$ cat src/rtl/global_buffer_param.sv
`default_nettype none
// ============================================================================
// Module      : global_buffer_param (package)
// Description : Default parameter values shared by the global-buffer bank
//               logic, plus the byte-offset helper that splits a byte address
//               into word address and in-word byte offset.
// Revision    : 1.0 - initial release
// ============================================================================
package global_buffer_param;

    localparam int NUM_CH_DEF          = 2;
    localparam int BANK_ADDR_WIDTH_DEF = 17;
    localparam int BANK_DATA_WIDTH_DEF = 64;
    localparam int CFG_DATA_WIDTH_DEF  = 32;
    localparam int MEM_RD_LATENCY_DEF  = 3;

    // Number of address bits that select a byte inside one memory word.
    function automatic int bank_byte_offset(input int data_width);
        return $clog2(data_width / 8);
    endfunction

    localparam int BANK_BYTE_OFFSET = bank_byte_offset(BANK_DATA_WIDTH_DEF);

endpackage
`default_nettype wire

$ cat src/rtl/global_buffer_pkg.sv
`default_nettype none
// ============================================================================
// Module      : global_buffer_pkg (package)
// Description : Types shared by the global-buffer bank logic. The read tag
//               travels alongside each memory read so its data can be routed
//               back to the requester. Field widths are fixed so the type can
//               live in a package: supports up to 256 channels and 256 lanes.
// Revision    : 1.0 - initial release
// ============================================================================
package global_buffer_pkg;

    localparam int BANK_TAG_CH_W   = 8;
    localparam int BANK_TAG_LANE_W = 8;

    typedef struct packed {
        logic                       valid;
        logic                       is_cfg;
        logic [BANK_TAG_CH_W-1:0]   ch_id;
        logic [BANK_TAG_LANE_W-1:0] lane;
    } bank_rd_tag_t;

endpackage
`default_nettype wire

$ cat src/rtl/glb_rr_arbiter.sv
`default_nettype none
// ============================================================================
// Module      : glb_rr_arbiter
// Description : Round-robin arbiter. The first requester at or after the
//               pointer (modulo NUM_CH) receives the one-hot grant; the pointer
//               moves to winner+1 only on cycles where gnt_accept is high.
// Ports       : clk, reset (async, active-low)
//               req[NUM_CH]     - request vector
//               gnt_accept      - the grant was consumed this cycle
//               gnt[NUM_CH]     - one-hot grant (combinational)
// Revision    : 1.0 - initial release
// ============================================================================
module glb_rr_arbiter #(
    parameter int NUM_CH = 2
) (
    input  logic              clk,
    input  logic              reset,
    input  logic [NUM_CH-1:0] req,
    input  logic              gnt_accept,
    output logic [NUM_CH-1:0] gnt
);

    localparam int c_ptr_w = (NUM_CH > 1) ? $clog2(NUM_CH) : 1;

    logic [c_ptr_w-1:0] r_rr;
    logic [c_ptr_w-1:0] w_rr_next;
    logic [c_ptr_w:0]   w_cand;
    logic               w_found;

    // Scan NUM_CH positions starting at the pointer; the extra top bit of
    // w_cand lets the sum overflow NUM_CH before being folded back.
    always_comb begin
        gnt       = '0;
        w_rr_next = r_rr;
        w_found   = 1'b0;
        w_cand    = '0;
        for (int k = 0; k < NUM_CH; k++) begin
            w_cand = {1'b0, r_rr} + (c_ptr_w+1)'(k);
            if (w_cand >= (c_ptr_w+1)'(NUM_CH)) begin
                w_cand = w_cand - (c_ptr_w+1)'(NUM_CH);
            end
            if (!w_found && req[w_cand[c_ptr_w-1:0]]) begin
                w_found                  = 1'b1;
                gnt[w_cand[c_ptr_w-1:0]] = 1'b1;
                w_rr_next = (w_cand == (c_ptr_w+1)'(NUM_CH - 1)) ? '0
                          : w_cand[c_ptr_w-1:0] + 1'b1;
            end
        end
    end

    always_ff @(posedge clk or negedge reset) begin
        if (!reset) begin
            r_rr <= '0;
        end else if (gnt_accept) begin
            r_rr <= w_rr_next;
        end
    end

endmodule
`default_nettype wire

$ cat src/rtl/glb_bank_arb_ctrl.sv
`default_nettype none
// ============================================================================
// Module      : glb_bank_arb_ctrl
// Description : Bank controller for one global-buffer SRAM bank. Merges a
//               config (host) port and NUM_CH packet channels onto a
//               single-port memory, one access per cycle. Priority is
//               cfg write > cfg read > packet channels (round-robin). Read data
//               is routed back through a tag pipeline MEM_RD_LATENCY deep.
// Ports       : clk, reset (async, active-low)
//               pkt_wr_* / pkt_rd_*  - per-channel packed request buses
//               pkt_wr_gnt/pkt_rd_gnt - combinational grants
//               pkt_rd_data(_valid)  - per-channel read return
//               cfg_*                - config write / read port
//               mem_*                - single-port SRAM interface
// Options     : GLB_BANK_RD_HOLD_EN - when defined, read data outputs hold
//               their last returned value between valids; otherwise they are
//               zero whenever the matching valid is low.
// Revision    : 1.0 - initial release
// ============================================================================
module glb_bank_arb_ctrl
    import global_buffer_param::*;
    import global_buffer_pkg::*;
#(
    parameter int NUM_CH          = NUM_CH_DEF,
    parameter int BANK_ADDR_WIDTH = BANK_ADDR_WIDTH_DEF,
    parameter int BANK_DATA_WIDTH = BANK_DATA_WIDTH_DEF,
    parameter int CFG_DATA_WIDTH  = CFG_DATA_WIDTH_DEF,
    parameter int MEM_RD_LATENCY  = MEM_RD_LATENCY_DEF
) (
    input  logic                                clk,
    input  logic                                reset,

    input  logic [NUM_CH-1:0]                   pkt_wr_en,
    input  logic [NUM_CH*BANK_ADDR_WIDTH-1:0]   pkt_wr_addr,
    input  logic [NUM_CH*BANK_DATA_WIDTH-1:0]   pkt_wr_data,
    input  logic [NUM_CH*BANK_DATA_WIDTH/8-1:0] pkt_wr_strb,
    input  logic [NUM_CH-1:0]                   pkt_rd_en,
    input  logic [NUM_CH*BANK_ADDR_WIDTH-1:0]   pkt_rd_addr,
    output logic [NUM_CH-1:0]                   pkt_wr_gnt,
    output logic [NUM_CH-1:0]                   pkt_rd_gnt,
    output logic [NUM_CH*BANK_DATA_WIDTH-1:0]   pkt_rd_data,
    output logic [NUM_CH-1:0]                   pkt_rd_data_valid,

    input  logic                                cfg_wr_en,
    input  logic [BANK_ADDR_WIDTH-1:0]          cfg_wr_addr,
    input  logic [CFG_DATA_WIDTH-1:0]           cfg_wr_data,
    input  logic                                cfg_rd_en,
    input  logic [BANK_ADDR_WIDTH-1:0]          cfg_rd_addr,
    output logic                                cfg_rd_gnt,
    output logic [CFG_DATA_WIDTH-1:0]           cfg_rd_data,
    output logic                                cfg_rd_data_valid,

    output logic                                mem_wr_en,
    output logic                                mem_rd_en,
    output logic [BANK_ADDR_WIDTH-1:0]          mem_addr,
    output logic [BANK_DATA_WIDTH-1:0]          mem_data_in,
    output logic [BANK_DATA_WIDTH-1:0]          mem_data_in_bit_sel,
    input  logic [BANK_DATA_WIDTH-1:0]          mem_data_out
);

    localparam int c_strb_w      = BANK_DATA_WIDTH / 8;
    localparam int c_num_lanes   = BANK_DATA_WIDTH / CFG_DATA_WIDTH;
    localparam int c_lane_w      = (c_num_lanes > 1) ? $clog2(c_num_lanes) : 1;
    localparam int c_byte_offset = bank_byte_offset(BANK_DATA_WIDTH);

    // ------------------------------------------------------------------------
    // Request qualification. Everything is gated by reset so the memory sees
    // no traffic and no grants are issued while the block is held in reset.
    // ------------------------------------------------------------------------
    logic [c_lane_w-1:0] w_wr_lane;
    logic [c_lane_w-1:0] w_rd_lane;
    logic                w_cfg_wr;
    logic                w_cfg_rd;
    logic                w_pkt_slot;
    logic                w_pkt_accept;
    logic [NUM_CH-1:0]   w_pkt_req;
    logic [NUM_CH-1:0]   w_arb_gnt;

    if (c_num_lanes > 1) begin : g_lane_multi
        assign w_wr_lane = cfg_wr_addr[c_byte_offset-1 -: c_lane_w];
        assign w_rd_lane = cfg_rd_addr[c_byte_offset-1 -: c_lane_w];
    end else begin : g_lane_single
        assign w_wr_lane = '0;
        assign w_rd_lane = '0;
    end

    assign w_pkt_req    = pkt_wr_en | pkt_rd_en;
    assign w_cfg_wr     = reset & cfg_wr_en;
    assign w_cfg_rd     = reset & cfg_rd_en & ~cfg_wr_en;
    assign w_pkt_slot   = reset & ~cfg_wr_en & ~cfg_rd_en;
    // The pointer only advances when a packet channel actually owns the slot.
    assign w_pkt_accept = w_pkt_slot & (|w_pkt_req);

    glb_rr_arbiter #(
        .NUM_CH     (NUM_CH)
    ) u_rr_arbiter (
        .clk        (clk),
        .reset      (reset),
        .req        (w_pkt_req),
        .gnt_accept (w_pkt_accept),
        .gnt        (w_arb_gnt)
    );

    // ------------------------------------------------------------------------
    // Memory access mux and grant generation.
    // ------------------------------------------------------------------------
    bank_rd_tag_t w_tag_in;

    always_comb begin
        mem_wr_en           = 1'b0;
        mem_rd_en           = 1'b0;
        mem_addr            = '0;
        mem_data_in         = '0;
        mem_data_in_bit_sel = '0;
        cfg_rd_gnt          = 1'b0;
        pkt_wr_gnt          = '0;
        pkt_rd_gnt          = '0;
        w_tag_in            = '0;

        if (w_cfg_wr) begin
            mem_wr_en = 1'b1;
            mem_addr  = cfg_wr_addr;
            for (int l = 0; l < c_num_lanes; l++) begin
                if (w_wr_lane == c_lane_w'(l)) begin
                    mem_data_in[l*CFG_DATA_WIDTH +: CFG_DATA_WIDTH]         = cfg_wr_data;
                    mem_data_in_bit_sel[l*CFG_DATA_WIDTH +: CFG_DATA_WIDTH] = '1;
                end
            end
        end else if (w_cfg_rd) begin
            mem_rd_en       = 1'b1;
            mem_addr        = cfg_rd_addr;
            cfg_rd_gnt      = 1'b1;
            w_tag_in.valid  = 1'b1;
            w_tag_in.is_cfg = 1'b1;
            w_tag_in.lane   = BANK_TAG_LANE_W'(w_rd_lane);
        end else if (w_pkt_slot) begin
            for (int i = 0; i < NUM_CH; i++) begin
                if (w_arb_gnt[i]) begin
                    // A write beats a read from the same channel, so a
                    // write-then-read to one address always observes the write.
                    if (pkt_wr_en[i]) begin
                        pkt_wr_gnt[i] = 1'b1;
                        mem_wr_en     = 1'b1;
                        mem_addr      = pkt_wr_addr[i*BANK_ADDR_WIDTH +: BANK_ADDR_WIDTH];
                        mem_data_in   = pkt_wr_data[i*BANK_DATA_WIDTH +: BANK_DATA_WIDTH];
                        for (int b = 0; b < c_strb_w; b++) begin
                            mem_data_in_bit_sel[b*8 +: 8] = {8{pkt_wr_strb[i*c_strb_w + b]}};
                        end
                    end else begin
                        pkt_rd_gnt[i]  = 1'b1;
                        mem_rd_en      = 1'b1;
                        mem_addr       = pkt_rd_addr[i*BANK_ADDR_WIDTH +: BANK_ADDR_WIDTH];
                        w_tag_in.valid = 1'b1;
                        w_tag_in.ch_id = BANK_TAG_CH_W'(i);
                    end
                end
            end
        end
    end

    // ------------------------------------------------------------------------
    // Response tag pipeline: the tail entry lines up with mem_data_out.
    // ------------------------------------------------------------------------
    bank_rd_tag_t r_tag [MEM_RD_LATENCY];
    bank_rd_tag_t w_tail;

    always_ff @(posedge clk or negedge reset) begin
        if (!reset) begin
            for (int s = 0; s < MEM_RD_LATENCY; s++) begin
                r_tag[s] <= '0;
            end
        end else begin
            r_tag[0] <= w_tag_in;
            for (int s = 1; s < MEM_RD_LATENCY; s++) begin
                r_tag[s] <= r_tag[s-1];
            end
        end
    end

    assign w_tail = r_tag[MEM_RD_LATENCY-1];

    // ------------------------------------------------------------------------
    // Config read return.
    // ------------------------------------------------------------------------
    logic                      w_cfg_hit;
    logic [CFG_DATA_WIDTH-1:0] w_cfg_lane_data;

    assign w_cfg_hit = w_tail.valid & w_tail.is_cfg;

    always_comb begin
        w_cfg_lane_data = '0;
        for (int l = 0; l < c_num_lanes; l++) begin
            if (w_tail.lane == BANK_TAG_LANE_W'(l)) begin
                w_cfg_lane_data = mem_data_out[l*CFG_DATA_WIDTH +: CFG_DATA_WIDTH];
            end
        end
    end

    assign cfg_rd_data_valid = w_cfg_hit;

`ifdef GLB_BANK_RD_HOLD_EN
    logic [CFG_DATA_WIDTH-1:0] r_cfg_hold;

    always_ff @(posedge clk or negedge reset) begin
        if (!reset) begin
            r_cfg_hold <= '0;
        end else if (w_cfg_hit) begin
            r_cfg_hold <= w_cfg_lane_data;
        end
    end

    assign cfg_rd_data = w_cfg_hit ? w_cfg_lane_data : r_cfg_hold;
`else
    assign cfg_rd_data = w_cfg_hit ? w_cfg_lane_data : '0;
`endif

    // ------------------------------------------------------------------------
    // Packet read return, one lane of logic per channel.
    // ------------------------------------------------------------------------
    for (genvar i = 0; i < NUM_CH; i++) begin : g_pkt_rd_out
        logic w_hit;

        assign w_hit = w_tail.valid & ~w_tail.is_cfg
                     & (w_tail.ch_id == BANK_TAG_CH_W'(i));
        assign pkt_rd_data_valid[i] = w_hit;

`ifdef GLB_BANK_RD_HOLD_EN
        logic [BANK_DATA_WIDTH-1:0] r_hold;

        always_ff @(posedge clk or negedge reset) begin
            if (!reset) begin
                r_hold <= '0;
            end else if (w_hit) begin
                r_hold <= mem_data_out;
            end
        end

        assign pkt_rd_data[i*BANK_DATA_WIDTH +: BANK_DATA_WIDTH] = w_hit ? mem_data_out : r_hold;
`else
        assign pkt_rd_data[i*BANK_DATA_WIDTH +: BANK_DATA_WIDTH] = w_hit ? mem_data_out : '0;
`endif
    end

endmodule
`default_nettype wire

$ cat config.mk
export PLATFORM = sky130hd
export DESIGN_NAME = glb_bank_arb_ctrl
export DESIGN_NICKNAME = d
export VERILOG_FILES = /design/src/rtl/global_buffer_param.sv /design/src/rtl/global_buffer_pkg.sv /design/src/rtl/glb_rr_arbiter.sv /design/src/rtl/glb_bank_arb_ctrl.sv
export SDC_FILE = /design/constraint.sdc
export NUM_CORES = 1
export LEC_CHECK = 0
export ABC_CLOCK_PERIOD_IN_PS = 3800
export CAP_MARGIN = 20
export CORE_AREA = 2 2 261 263
export DETAILED_ROUTE_END_ITERATION = 6
export DIE_AREA = 0 0 263 265
export GPL_ROUTABILITY_DRIVEN = 0
export PLACE_DENSITY = 0.3
export SLEW_MARGIN = 20
export SYNTH_ARGS = -nofsm -noshare
export SYNTH_HDL_FRONTEND = slang
export SYNTH_HIERARCHICAL = 1
export SYNTH_SLANG_ARGS = --single-unit
$ cat constraint.sdc
create_clock -name clk -period 3.8 [get_ports clk]
set_clock_uncertainty 0.1 [all_clocks]
set_input_delay 0.38 -clock clk [delete_from_list [all_inputs] [get_ports clk]]
set_output_delay 0.38 -clock clk [all_outputs]
set_load 0.02 [all_outputs]
; ---- Word level (Yosys, flattened, before mapping)
; Index checks and enable logic that the tools add are counted.
[classes]
muxes = 79
shift = 0
add_sub_neg = 5
eq_ne = 4
bitwise = 15
div = 0
n_mul = 0
n_lt_le_gt_ge = 6
reduce_logical = 9
[op_table]
columns = operator, n
row1 = 64-bit two-way mux, 16
row2 = 32-bit two-way mux, 7
row3 = 17-bit two-way mux, 7
row4 = 1-bit two-way mux, 36
row5 = 2-bit two-way mux, 10
row6 = 18-bit two-way mux, 1
row7 = 8-bit by 1-bit equality test with 1-bit output (second input constant), 2
row8 = 8-bit logical NOT, 2
row9 = 1-bit AND, 10
row10 = 2-bit by 1-bit equality test with 1-bit output (second input constant), 2
row11 = 1-bit by 2-bit < comparator with 1-bit output (second input constant), 2
row12 = 2-bit OR, 2
row13 = 1-bit logical AND, 3
row14 = 1-bit NOT, 3
row15 = 1-bit adder (second input constant), 2
row16 = 1-bit by 1-bit adder with 2-bit output (second input constant), 1
row17 = 1-bit demux with 1-bit select, 2
row18 = 1-bit >= comparator (second input constant), 2
row19 = 1-bit by 2-bit >= comparator with 1-bit output (second input constant), 1
row20 = 2-bit >= comparator (second input constant), 1
row21 = 2-bit AND reduction, 1
row22 = 2-bit nonzero test, 1
row23 = 2-bit OR reduction, 1
row24 = 1-bit by 2-bit subtractor with 2-bit output (second input constant), 1
row25 = 2 further kinds, 2
[word_totals]
in_bits = 350
latchBits = 0
rom_bits = 0
ram_bits = 0
ff_bits = 55
mem_count = 0

; ---- Depth between registers and ports, before layout
[logic_depth]
depth_word = 15
ltp_mapped = 10

; ---- Hierarchy
; The synthesis kept the hierarchy.
[by_module_without_submodules]
columns = mod, area_per_inst_um2, cells_each, n_inst
row1 = glb_bank_arb_ctrl, 4737.0, 714, 1
row2 = glb_rr_arbiter, 55.1, 6, 1

; ---- Worst setup path after synthesis
; Ideal clock, no wire load.
[synth_path]
kind = input to output
startpoint = input port pkt_wr_en[0]
endpoint = output port mem_data_in_bit_sel[10]
path_buffers = 5
setup_slack_ns = 0.256
path_stages = 10
t_required_ns = 3.320
arrival_time_ns = 3.064
path_cell_list = clkbuf_1 > or2_2 > a21boi_1 > buf_2 > buf_2 > nand2_1 > clkbuf_1 > a31oi_1 > o21ai_0 > buf_4
[synth_rtl]
columns = element, line
row1 = start: declaration, glb_bank_arb_ctrl.sv:33  ; input logic [NUM_CH-1:0] pkt_wr_en,
row2 = 2-bit OR (*), glb_bank_arb_ctrl.sv:87  ; assign w_pkt_req = pkt_wr_en | pkt_rd_en;
row3 = net w_pkt_req[0], glb_bank_arb_ctrl.sv:76  ; logic [NUM_CH-1:0] w_pkt_req;
row4 = 1-bit two-way mux (implied by the code) (2 in series), glb_rr_arbiter.sv:42  ; if (!w_found && req[w_cand[c_ptr_w-1:0]]) begin
row5 = 1-bit two-way mux, glb_rr_arbiter.sv:42
row6 = 1-bit logical NOT, glb_rr_arbiter.sv:42
row7 = 1-bit logical AND, glb_rr_arbiter.sv:42
row8 = 2-bit two-way mux (*), glb_rr_arbiter.sv:42
row9 = net w_arb_gnt[1], glb_bank_arb_ctrl.sv:77  ; logic [NUM_CH-1:0] w_arb_gnt;
row10 = 64-bit two-way mux (*), glb_bank_arb_ctrl.sv:138  ; if (w_arb_gnt[i]) begin
row11 = 64-bit two-way mux (*), glb_bank_arb_ctrl.sv:136  ; end else if (w_pkt_slot) begin
row12 = 64-bit two-way mux (*), glb_bank_arb_ctrl.sv:129  ; end else if (w_cfg_rd) begin
row13 = 64-bit two-way mux (*), glb_bank_arb_ctrl.sv:120  ; if (w_cfg_wr) begin
row14 = end: declaration, glb_bank_arb_ctrl.sv:57  ; output logic [BANK_DATA_WIDTH-1:0] mem_data_in_bit_sel,
; The timed path passes the listed nets; every way through them passes the cells marked *. The select of a mux whose other input is x is not followed.

; ---- Worst setup path in the final report
[layout_path]
startpoint = input port pkt_rd_en[1]
endpoint = output port mem_addr[16]
[layout_between]
elab_chain_len = 12
[layout_lines]
columns = element, line
row1 = start: declaration, glb_bank_arb_ctrl.sv:37  ; input logic [NUM_CH-1:0] pkt_rd_en,
row2 = 2-bit OR (*), glb_bank_arb_ctrl.sv:87
row3 = net w_pkt_req[1], glb_bank_arb_ctrl.sv:76
row4 = 1-bit two-way mux (implied by the code) (2 in series), glb_rr_arbiter.sv:42
row5 = 1-bit two-way mux, glb_rr_arbiter.sv:42
row6 = 1-bit logical NOT, glb_rr_arbiter.sv:42
row7 = 1-bit logical AND, glb_rr_arbiter.sv:42
row8 = 2-bit two-way mux (*), glb_rr_arbiter.sv:42
row9 = net w_arb_gnt[0], glb_bank_arb_ctrl.sv:77
row10 = 17-bit two-way mux (*) (2 in series), glb_bank_arb_ctrl.sv:138
row11 = 17-bit two-way mux (*), glb_bank_arb_ctrl.sv:136
row12 = 17-bit two-way mux (*), glb_bank_arb_ctrl.sv:129
row13 = 17-bit two-way mux (*), glb_bank_arb_ctrl.sv:120
row14 = end: declaration, glb_bank_arb_ctrl.sv:55  ; output logic [BANK_ADDR_WIDTH-1:0] mem_addr,
; Marks and branches as above.

==> run_results.csv <==
group,metric,value,unit
clock_network,cts_root_buf,"clkbuf_16",
floorplanning,coreArea,0.0668,mm²
synth,synth_edf_count,0,
drt,routed_wl,47200,µm
placement,placed_area,0.0123,mm²
setup_path,cpPeakStageDelay,0.62,ns
clock_network,clk_pin_slew,0.04,ns
drt,vias,7814,
global_route,grt_pass1_vias,8068,
floorplanning,rows,95,
finish,final_cell_mix,"clkdlybuf4s50_1, and2_1, and3_1, a31oi_1, mux2i_1",
drt,firstDrtPassIters,4,
timing,maxSlewViolCount,0,
floorplanning,initial_core_util,7.17,%
run,cap_violations,0,
drt,ant_nets,0,
pwr,p_total,0.00180,W
synth,async_flop_share,100,%
timing,setup-violations-final,0,
finish,nets,1647,
synth,yosysTopAreaCellShare,16.8,%
finish,syn_to_final_growth,161,%
floorplanning,die_w,263,µm
drt,initialDrtViolationCount,246,
clock_network,cts_tree,"yes",
global_route,grt_overflow_total,0,
finish,final_cell_count_no_fill,2171,
synth,synth_seq_cells,13,
pwr,power.leakage,5.43,nW
setup_path,crit_top_cell,"clkdlybuf4s50_1",
synth,syn_nets,1070,
synth,synth_cells,720,
synth,synth_largest_area_cell,"and2_1",
setup_path,crit_path_end_kind,"primary output",
timing,fmaxAchievable,0.273,GHz
timing,slew_headroom,51.7,%
timing,tightest_slew,0.722,ns
clock_network,numCtsBuffers,3,
synth,synth.area.top_cells,"and2_1, mux2i_1, a31oi_1",
run_status,status,"completed",
setup_path,start_kind,"input pin",
timing,layout_min_cycle_time,3.66,ns
global_route,grt_pass1_wl,63900,µm
global_route,grtUsageTotal,12.7,%
drt,dr.max_layer_used,"met5",
clock_network,cts_max_level,1,
setup_path,worstPathRequired,3.32,ns
finish,final_common_cell,"clkdlybuf4s50_1",
placement,dpl.cell_count,2164,
drt,via_per_inst,3.60,
clock_network,clockBufferDepth,2,
setup_path,crit_family,"buffers and inverters",
setup_path,cp_max_fo,14,
drt,dr_wl_met3,3730,µm
floorplanning,die_h,265,µm
setup_path,worstSetupPathType,"in -> out",
synth,syn_area,0.00479,mm²
floorplanning,io-pin-count,665,
timing,period_share,96.3,%
clock_network,postCtsHoldBufs,0,
clock_network,clk_latency,0.25,ns
finish,design_area,0.0125,mm²
worst_hold_path,hold_class,"reg -> reg",
clock_network,clock_sinks,13,
timing,rsz0062_at_grt,"no",
drt,wl_met2,24800,µm
drt,met1Wirelength,17900,µm
placement,hpwl,39000,µm
placement,io_buffer_count,664,
setup_path,path_cells,"clkdlybuf4s50_1 -> or2_2 -> a21boi_0 -> buf_4 -> or4b_4 -> o22a_1 -> a21oi_1 -> clkdlybuf4s50_1",
finish,utilization,18.7,%
timing,finalHoldViolCount,0,
timing,setup_tns,0,ns
global_route,antenna_found_initial,7,
setup_path,arrival,3.18,ns
finish,layout-drive-gt1-share,6.10,%
pwr,p_per_area,144,mW/mm²
global_route,grt_max_degree,94,
setup_path,slowest_stage,"clkdlybuf4s50_1",
synth,ys_seq_area_share,6.79,%
synth,synth_flop_cell,"dfrtp_1",
drt,avgRoutedWirePerCell,21.7,µm
synth,avgSynthCellArea,6.66,µm²
floorplanning,die_area,0.0697,mm²
pwr,max-vdd-ir-drop,0.000112,V
finish,n_fill_cell,7471,
drt,drc,0,
synth,ys_warn_count,6,
synth,ys_types,33,
setup_path,path_buf_inv,3,
state kept, by name, indices dropped and copies added (netlist names):
| name | count |
|---|---|
| r_tag | 12 |
| u_rr_arbiter/r_rr | 1 |
metal layers:
| layer | up-vias | track usage, % |
|---|---|---|
| li1 | 3682 | - |
| met1 | 3652 | 13.6 |
| met2 | 446 | 24.4 |
| met3 | 30 | 4.00 |
| met4 | 4 | 2.33 |
| met5 | - | 0 |
power breakdown:
group	switching [W]	internal [W]
Sequential	0.00000558	0.000147
Clock	0.0000662	0.000142
Combinational	0.000692	0.000745
Total	0.000764	0.00103
metrics by stage:
stage | hold slack, ns | setup slack [ns]
floorplan | -0.0156 | 0.256
detailed placement | 0.236 | 0.00182
CTS | 0.246 | 0.0407
global placement | 0.234 | -0.00833
global route | 0.253 | 0.000895
finish | 0.246 | 0.139
Yosys cell counts, types with 2 or more instances:
cell,count
a21oi_1,18
nor2_1,36
mux2i_1,62
buf_6,3
o22a_1,15
buf_4,59
o2bb2ai_1,32
a22oi_1,18
o21ai_0,41
a31oi_1,73
and2_1,129
nand2_1,36
clkbuf_1,68
buf_1,5
nor3b_1,4
nor2b_1,3
dfrtp_1,13
mux2_2,4
or2_2,3
and3_1,73
nor3_1,2
buf_2,8
inv_1,5
cell families after synthesis:
| family | share of synthesized area, % |
|---|---|
| muxes | 13.9 |
| and+or+nand+nor | 34.5 |
| DFF | 6.79 |
| AOI/OAI and AO/OA | 27.9 |
| buffers and inverters | 16.9 |
repair_timing:
action,4_1_cts,5_1_grt
endpoints found under the setup margin,1,68
setup buffers,0,1
resized for setup,1,60
final cells by class:
| type | count | area (µm²) | share of cell area, % |
|---|---|---|---|
| diodes | 2 | 5.00 | 0.0400 |
| inverters | 5 | 18.8 | 0.150 |
| multi-input cells | 559 | 3690 | 29.5 |
| well taps | 873 | 1090 | 8.72 |
| flip-flops and latches | 13 | 327 | 2.61 |
| repair buffers | 715 | 7310 | 58.4 |
| clock buffers | 4 | 78.8 | 0.630 |
final timing paths:
| check | start | to | slack (ns) | cells after the start |
|---|---|---|---|---|
| hold / removal | r_tag[34] | r_tag[16] | 0.25 | 0 |
| setup reg to reg | u_rr_arbiter/r_rr | r_tag[53] | 2.00 | 5 |
| max in group asynchronous | reset | r_tag[0] | 2.80 | 3 |
| setup / recovery | pkt_rd_en[1] | mem_addr[16] | 0.14 | 8 |
| hold reg to reg | r_tag[34] | r_tag[16] | 0.25 | 0 |
| min in group asynchronous | reset | u_rr_arbiter/r_rr | 0.59 | 3 |
(Power assumes the default switching activity.)
